$ cat src/rtl/sdram_write_engine.sv
// SDRAM write-burst engine: ACTIVE -> WRITE burst -> PRECHARGE per request, plus
// auto-refresh between bursts. Every output is a register; one shared down-counter times each state.
module sdram_write_engine #(
  parameter int BURST_LEN = 8,
  parameter int TRCD      = 2,
  parameter int TWR       = 2,
  parameter int TRP       = 2,
  parameter int TRFC      = 7
) (
  input  logic        S_CLK,
  input  logic        RST_N,
  input  logic        init_done,
  input  logic        write_en,
  input  logic [19:0] addr,
  output logic        write_ack,
  output logic        wr_data_req,
  input  logic [15:0] wr_data,
  input  logic        ref_req,
  output logic        ref_ack,
  output logic        busy,
  output logic        sdram_cke,
  output logic [3:0]  sdram_cmd,
  output logic [1:0]  sdram_ba,
  output logic [11:0] sdram_addr,
  output logic [15:0] sdram_dq_out,
  output logic        sdram_dq_oe,
  output logic [1:0]  sdram_dqm
);

  localparam logic [3:0] CMD_NOP = 4'b0111;
  localparam logic [3:0] CMD_ACT = 4'b0011;
  localparam logic [3:0] CMD_WR  = 4'b0100;
  localparam logic [3:0] CMD_PRE = 4'b0010;
  localparam logic [3:0] CMD_REF = 4'b0001;

  // Counter reload values: a state lasting N cycles loads N-1. WR_RECOV holds
  // TWR-1 cycles because the PRECHARGE cycle itself completes the recovery time.
  localparam logic [8:0] TRCD_LD  = 9'(TRCD - 1);
  localparam logic [8:0] BURST_LD = 9'(BURST_LEN - 1);
  localparam logic [8:0] TWR_LD   = 9'((TWR > 1) ? TWR - 2 : 0);
  localparam logic [8:0] TRP_LD   = 9'(TRP - 1);
  localparam logic [8:0] TRFC_LD  = 9'(TRFC - 1);

  typedef enum logic [2:0] {
    IDLE, ACT_WAIT, WRITE_DATA, WR_RECOV, PRE_WAIT, ACK, REF_WAIT
  } state_t;

  state_t      state_reg;
  logic [8:0]  cnt_reg;
  logic [1:0]  bank_reg;
  logic [7:0]  col_reg;

  always_ff @(posedge S_CLK or negedge RST_N) begin
    if (!RST_N) begin
      state_reg    <= IDLE;
      cnt_reg      <= '0;
      bank_reg     <= '0;
      col_reg      <= '0;
      write_ack    <= 1'b0;
      ref_ack      <= 1'b0;
      wr_data_req  <= 1'b0;
      busy         <= 1'b0;
      sdram_cke    <= 1'b1;
      sdram_cmd    <= CMD_NOP;
      sdram_ba     <= '0;
      sdram_addr   <= '0;
      sdram_dq_out <= '0;
      sdram_dq_oe  <= 1'b0;
      sdram_dqm    <= '0;
    end else begin
      sdram_cmd   <= CMD_NOP;
      write_ack   <= 1'b0;
      ref_ack     <= 1'b0;
      // The word pulled on a request cycle goes onto the bus the following cycle.
      sdram_dq_oe <= wr_data_req;
      if (wr_data_req) sdram_dq_out <= wr_data;
      if (cnt_reg != 9'd0) cnt_reg <= cnt_reg - 9'd1;

      case (state_reg)
        IDLE: begin
          if (init_done) begin
            if (ref_req) begin
              sdram_cmd <= CMD_REF;
              cnt_reg   <= TRFC_LD;
              busy      <= 1'b1;
              state_reg <= REF_WAIT;
            end else if (write_en) begin
              bank_reg    <= addr[19:18];
              col_reg     <= addr[7:0];
              sdram_cmd   <= CMD_ACT;
              sdram_ba    <= addr[19:18];
              sdram_addr  <= {2'b00, addr[17:8]};
              cnt_reg     <= TRCD_LD;
              busy        <= 1'b1;
              wr_data_req <= (TRCD == 1);
              state_reg   <= ACT_WAIT;
            end
          end
        end
        ACT_WAIT: begin
          if (cnt_reg == 9'd0) begin
            sdram_cmd   <= CMD_WR;
            sdram_ba    <= bank_reg;
            sdram_addr  <= {4'b0000, col_reg};
            cnt_reg     <= BURST_LD;
            wr_data_req <= (BURST_LEN > 1);
            state_reg   <= WRITE_DATA;
          end else begin
            wr_data_req <= (cnt_reg == 9'd1);
          end
        end
        WRITE_DATA: begin
          wr_data_req <= (cnt_reg >= 9'd2);
          if (cnt_reg == 9'd0) begin
            if (TWR == 1) begin
              sdram_cmd  <= CMD_PRE;
              sdram_addr <= 12'h400;
              cnt_reg    <= TRP_LD;
              state_reg  <= PRE_WAIT;
            end else begin
              cnt_reg    <= TWR_LD;
              state_reg  <= WR_RECOV;
            end
          end
        end
        WR_RECOV: begin
          if (cnt_reg == 9'd0) begin
            sdram_cmd  <= CMD_PRE;
            sdram_addr <= 12'h400;
            cnt_reg    <= TRP_LD;
            state_reg  <= PRE_WAIT;
          end
        end
        PRE_WAIT: begin
          if (cnt_reg == 9'd0) begin
            write_ack <= 1'b1;
            state_reg <= ACK;
          end
        end
        REF_WAIT: begin
          if (cnt_reg == 9'd0) begin
            ref_ack   <= 1'b1;
            state_reg <= ACK;
          end
        end
        ACK: begin
          busy      <= 1'b0;
          state_reg <= IDLE;
        end
        default: begin
          busy      <= 1'b0;
          state_reg <= IDLE;
        end
      endcase
    end
  end

endmodule

$ cat config.mk
export PLATFORM = sky130hd
export DESIGN_NAME = sdram_write_engine
export DESIGN_NICKNAME = d
export VERILOG_FILES = /design/src/rtl/sdram_write_engine.sv
export SDC_FILE = /design/constraint.sdc
export NUM_CORES = 1
export LEC_CHECK = 0
export ABC_CLOCK_PERIOD_IN_PS = 2070
export CORE_MARGIN = 2
export CORE_UTILIZATION = 45
export CTS_CLUSTER_SIZE = 24
export DETAILED_ROUTE_END_ITERATION = 8
export DONT_BUFFER_PORTS = 1
export GPL_ROUTABILITY_DRIVEN = 0
export HOLD_SLACK_MARGIN = 0.15
export SETUP_SLACK_MARGIN = 0.5
export SLEW_MARGIN = 15
export SYNTH_ARGS = -nofsm -noshare
export SYNTH_HDL_FRONTEND = slang
export SYNTH_SLANG_ARGS = --single-unit
$ cat constraint.sdc
create_clock -name S_CLK -period 2.07 [get_ports S_CLK]
set_clock_uncertainty 0.2 [all_clocks]
set_input_delay 0.3105 -clock S_CLK [delete_from_list [all_inputs] [get_ports S_CLK]]
set_output_delay 0.3105 -clock S_CLK [all_outputs]
set_load 0.03 [all_outputs]
==> results of run 1 <==
[cells by family after synthesis]
group	synth area share [%]
AO/OA/AOI/OAI	12.7
XOR/XNOR	1.59
adder cells (fa/ha/maj)	2.63
buffers and inverters	5.25
flip-flops	53.6
multiplexers	9.78
other	0.136
AND/OR/NAND/NOR	14.4
[how the worst max path moves through the flow]
stage	from	end	depth (start not counted)
2_1_floorplan	cnt_reg[0]	cnt_reg[0]	12
3_3_place_gp	cnt_reg[0]	sdram_addr[1]	7
3_5_place_dp	cnt_reg[0]	sdram_addr[6]	7
4_1_cts	cnt_reg[0]	sdram_addr[6]	8
5_1_grt	cnt_reg[0]	cnt_reg[0]	11
6_report	cnt_reg[0]	sdram_addr[6]	8
[power by group]
group,internal [mW],switching [mW]
combinational,1.17,1.01
clock,0.620,0.448
sequential,1.65,0.982
total,3.43,2.44
[worst max-delay path: stages, from the launching register on]
cell	delay (ns)
dfrtp_1	0.39
inv_2	0.09
ha_4	0.13
and2b_1	0.14
and3_4	0.20
inv_4	0.05
o21ai_4	0.16
buf_12	0.14
mux2_2	0.34
[layer usage]
metal,track usage (%),routed length (um),vias to the layer above
met5,0,0,-
li1,-,-,1045
met3,8.37,587,11
met4,5.33,87,0
met2,34.9,3520,98
met1,25.4,2780,1105
[Yosys cell counts (all sizes together) (2+ instances only)]
cell type,number,area share [%]
a21oi,9,1.6
a22o,8,2.5
a31oi,8,1.8
and2,2,0.45
buf,10,2.4
clkbuf,9,1.2
dfrtp,56,51
dfstp,3,2.9
ha,5,2.3
inv,11,1.6
mux2,24,9.8
nand2,45,6.1
nand2b,5,1.1
nand3,4,0.72
nor2,10,1.4
nor3,5,1.5
o2111ai,2,0.63
o211ai,2,0.54
o21ai,9,2.0
o22ai,3,0.68
o32ai,3,0.95
or3,3,0.68
xnor2,3,0.95
xor2,2,0.63
[what timing repair did]
item / 4_1_cts / 5_1_grt
hold endpoints to repair: 103 / 59
gates resized for setup: 19 / 21
pin swaps: 11 / 13
setup buffers: 16 / 5
endpoints found under the setup margin: 30 / 40
[area by class of cell]
type	instances	area, um2	share of cell area [%]
sequential	59	1490	38.1
multi-input combinational	173	1320	33.9
timing repair buffer	81	749	19.2
clock buffer	12	155	3.98
tap	75	93.8	2.41
clock inverter	4	48.8	1.25
inverter	11	43.8	1.12
[through the flow]
stage | utilization, % | instance area [um2] | hold slack, ns | setup TNS (ns) | total power, mW
floorplan | - | 2830 | -0.185 | -0.153 | 3.78
global placement | 50.3 | 2980 | -0.183 | 0 | 4.24
detailed placement | 50.3 | 2980 | -0.183 | 0 | 4.27
CTS | 63.8 | 3780 | -0.553 | 0 | 5.65
global route | 65.8 | 3900 | -0.571 | 0 | 6.23
finish | 65.8 | 3900 | -0.536 | 0 | 5.88
==> metrics, run 1 <==
status finished, violations left; failing checks hold timing; endpoints failing setup 0; Std-Cell Rows 28; DR vias approximately 2,300; fin nets 381; pre-CTS setup slack 0.00817 ns; Die Span Y 82.4 um; Hold Vio Cnt, Final 59; fillers 437; Yosys cell types 49; peak fanout along the critical path 9; Period minus WS final around 2.0 ns; Power per Cell Area 1510 nW/um2; RR Endpoint sdram_addr[6]; Final HPWL DP 4130 um; WL final 6970 um; Cells after Synth 258; most frequent cells in the layout dfrtp_1 (53), nand2_1 (42), dlygate4sd3_1 (39); max-cap violation count 0; initial antenna violation count 0; 1st-iter DRT viols approximately 120; HP Class in2async; critical path class reg2reg; Placed Cells 339; RSZ-0062 raised after global routing yes; Clock Sinks 59; Post-synth EDFFs 0; clk buf depth 2; Setup crit start kind flop; WL/cell 16.8 um; TritonRoute pass-1 iters 5; core outline area 5920 um2; fraction of registers with async set or reset after synthesis 100%; final cell count without fillers a little over 400; CTS tree done; final hold slack -0.536 ns; vias in the first global route around 2,200; number of port buffers 0; final worst slack 0.106 ns; LEAKAGE 1.76 nW; yosys warns 3; die area 6780 um2; fmax 0.509 GHz; Top Ports between 80 and 90; syn_area_per_cell between 10 and 15 um2; VDD IR max 0.899 mV; GRT Util Overall between 20% and 30%; register bit total from synthesis 59; Vias/cell 5.44; Initial Util approximately 47%; most used flip-flop cell after synthesis dfrtp_1; area grow syn2layout 41.1%; H-tree depth 3; chip width about 82 um; Worst EP required 2.09 ns; commonest non-fill, non-tap cell in the layout dfrtp_1; Seq/Total Area, Yosys 53.6%; CTS Hold Buffers Added 39; ANT cells 0; arrival time at the worst endpoint 1.98 ns; Slew Limit Fails 0; number of flip-flops under the largest register name 16; worst skew pair latency approximately 0.34 ns; grt ovf 0; first-pass GRT wire length 10,400 um; clk slew on worst S/H paths 0.06 ns; Root Driver clkbuf_8; nature of the critical path endpoint flop; cell count of the worst reg-to-reg path 8; reg2reg start cnt_reg[0]; remaining antenna violation count after routing 0; Mapped Area 2760 um2; drt drc 0; CTS Buf Count 9; largest net degree at the start of global routing 60; share of cells above drive strength 1 around 36%; R2R Setup Slk roughly 0.11 ns; Final Cycle Share 94.9%
No activity file was read; power rests on OpenSTA's default activity.
==> run 2: changes to the inputs <==
RECOVER_POWER = 100   (was default)
==> metrics, run 2 (same netlist as run 1, synthesis figures left out) <==
critical path class reg2reg; TritonRoute pass-1 iters 5 (unchanged); final hold slack -0.536 ns (+0.000718 ns); Final HPWL DP 4130 um (unchanged); fmax 0.510 GHz (+0.21%); 1st-iter DRT viols 127 (+2.4%); LEAKAGE 1.75 nW (-0.56%); vias in the first global route 2,215 (unchanged); Setup crit start kind flop; GRT met3 Usage 8.37% (unchanged); RSZ-0062 raised after global routing yes; Root Driver clkbuf_8; number of flip-flops under the largest register name 16 (unchanged); remaining antenna violation count after routing 0 (unchanged); fin nets 381 (unchanged); number of port buffers 0 (unchanged); Vias/cell 5.47 (+0.49%); endpoints failing setup 0 (unchanged); nature of the critical path endpoint flop; Worst EP required 2.09 ns (about the same); drt drc 0 (unchanged); worst-margin pin slew around 0.94 ns; max-cap violation count 0 (unchanged); most frequent cells in the layout dfrtp_1 (56), nand2_1 (42), dlygate4sd3_1 (39); VDD IR max 0.900 mV (+0.12%); Period minus WS final 1.96 ns (-0.00419 ns); CTS Buf Count 9 (unchanged); relative slew slack a little under two fifths; Clock Sinks 59 (unchanged); Std-Cell Rows 28 (unchanged); first-pass GRT wire length 10,400 um (unchanged); arrival time at the worst endpoint 1.98 ns (about the same); peak fanout along the critical path 9 (unchanged); Power per Cell Area 1510 nW/um2 (+0.30%); GRT Util Overall 21.0% (unchanged); Placed Cells 339 (unchanged); worst skew pair latency 0.34 ns (about the same); Hold Vio Cnt, Final 59 (unchanged); commonest non-fill, non-tap cell in the layout dfrtp_1; chip width 82.4 um (unchanged); failing checks hold timing; grt ovf 0 (unchanged); GR Util met1 25.4% (unchanged); Top Ports 83 (unchanged); Slew Limit Fails 0 (unchanged); final core utilization 64.9% (-0.97 points); status finished, violations left; Initial Util 46.7% (unchanged); clk buf depth 2 (unchanged); largest net degree at the start of global routing 60 (unchanged); share of cells above drive strength 1 31.8% (-3.8 points); global route hottest layer met2; initial antenna violation count 0 (unchanged); H-tree depth 3 (unchanged); ANT cells 0 (unchanged); WL final 6960 um (about the same); clk slew on worst S/H paths 0.07 ns (about the same); die area 6780 um2 (unchanged); WL/cell 16.8 um (about the same); Final Cycle Share 94.7% (-0.20 points); CTS tree done; Die Span Y 82.4 um (unchanged); DR vias 2,270 (+0.49%); core outline area 5920 um2 (unchanged); final cell count without fillers 415 (unchanged); CTS Hold Buffers Added 39 (unchanged); grt met2 use 34.9% (unchanged); HP Class in2async; area grow syn2layout 39.0%
## run 2: per-stage QoR
stage,power (mW),setup TNS (ns),worst slack [ns],hold slack [ns],cell area [um2]
finish,5.81,0,0.110,-0.536,3840
CTS,5.65,0,0.145,-0.553,3780
global route,6.16,0,0.0357,-0.570,3840
global placement,4.24,0,0.0951,-0.183,2980
floorplan,3.78,-0.153,-0.0179,-0.185,2830
detailed placement,4.27,0,0.00817,-0.183,2980
## run 2: path summary, 6_finish.rpt
path | start | endpoint | slack [ns] | cells past startpoint
worst max-delay path | cnt_reg[0] | sdram_addr[6] | 0.11 | 8
worst min-delay path | RST_N | ref_ack | -0.54 | 0
worst max register to register | cnt_reg[0] | sdram_addr[6] | 0.11 | 8
worst min register to register | col_reg[6] | col_reg[6] | 0.27 | 2
max in group asynchronous | RST_N | sdram_cmd[1] | 2.02 | 0
min in group S_CLK | init_done | cnt_reg[8] | 0.16 | 4
## run 2: layer usage
layer  part of all wire [%]  wire, um
met1                     41      2850
met2                     50      3500
met3                    7.6       532
met4                    1.1        79
met5                      0         0
## run 2: report_power, final
part,switching [mW],internal [mW]
sequential,0.975,1.63
combinational,0.981,1.15
clock,0.448,0.620
## run 2: repair_timing
action	in CTS	in global routing
buffers inserted	16	5
cloned	0	0
endpoints found under the hold margin	103	59
pin swaps	11	13
resized for setup	19	21
setup endpoints to repair	30	40
## run 2: cell type report
class                   count  area (um2)
inverters                  11        43.8
well taps                  75        93.8
fillers                   447        2080
repair buffers             81         747
flip-flops and latches     59        1480
multi-input cells         173        1270
clock inverters             4        48.8
clock buffers              12         155
## run 2: worst max-delay path, cell delays in order, from the launching register on
cell and delay, ns:
dfrtp_1 0.39, inv_2 0.09, ha_4 0.13, and2b_1 0.14
and3_4 0.20, inv_4 0.05, o21ai_4 0.16, buf_12 0.14
mux2_2 0.34
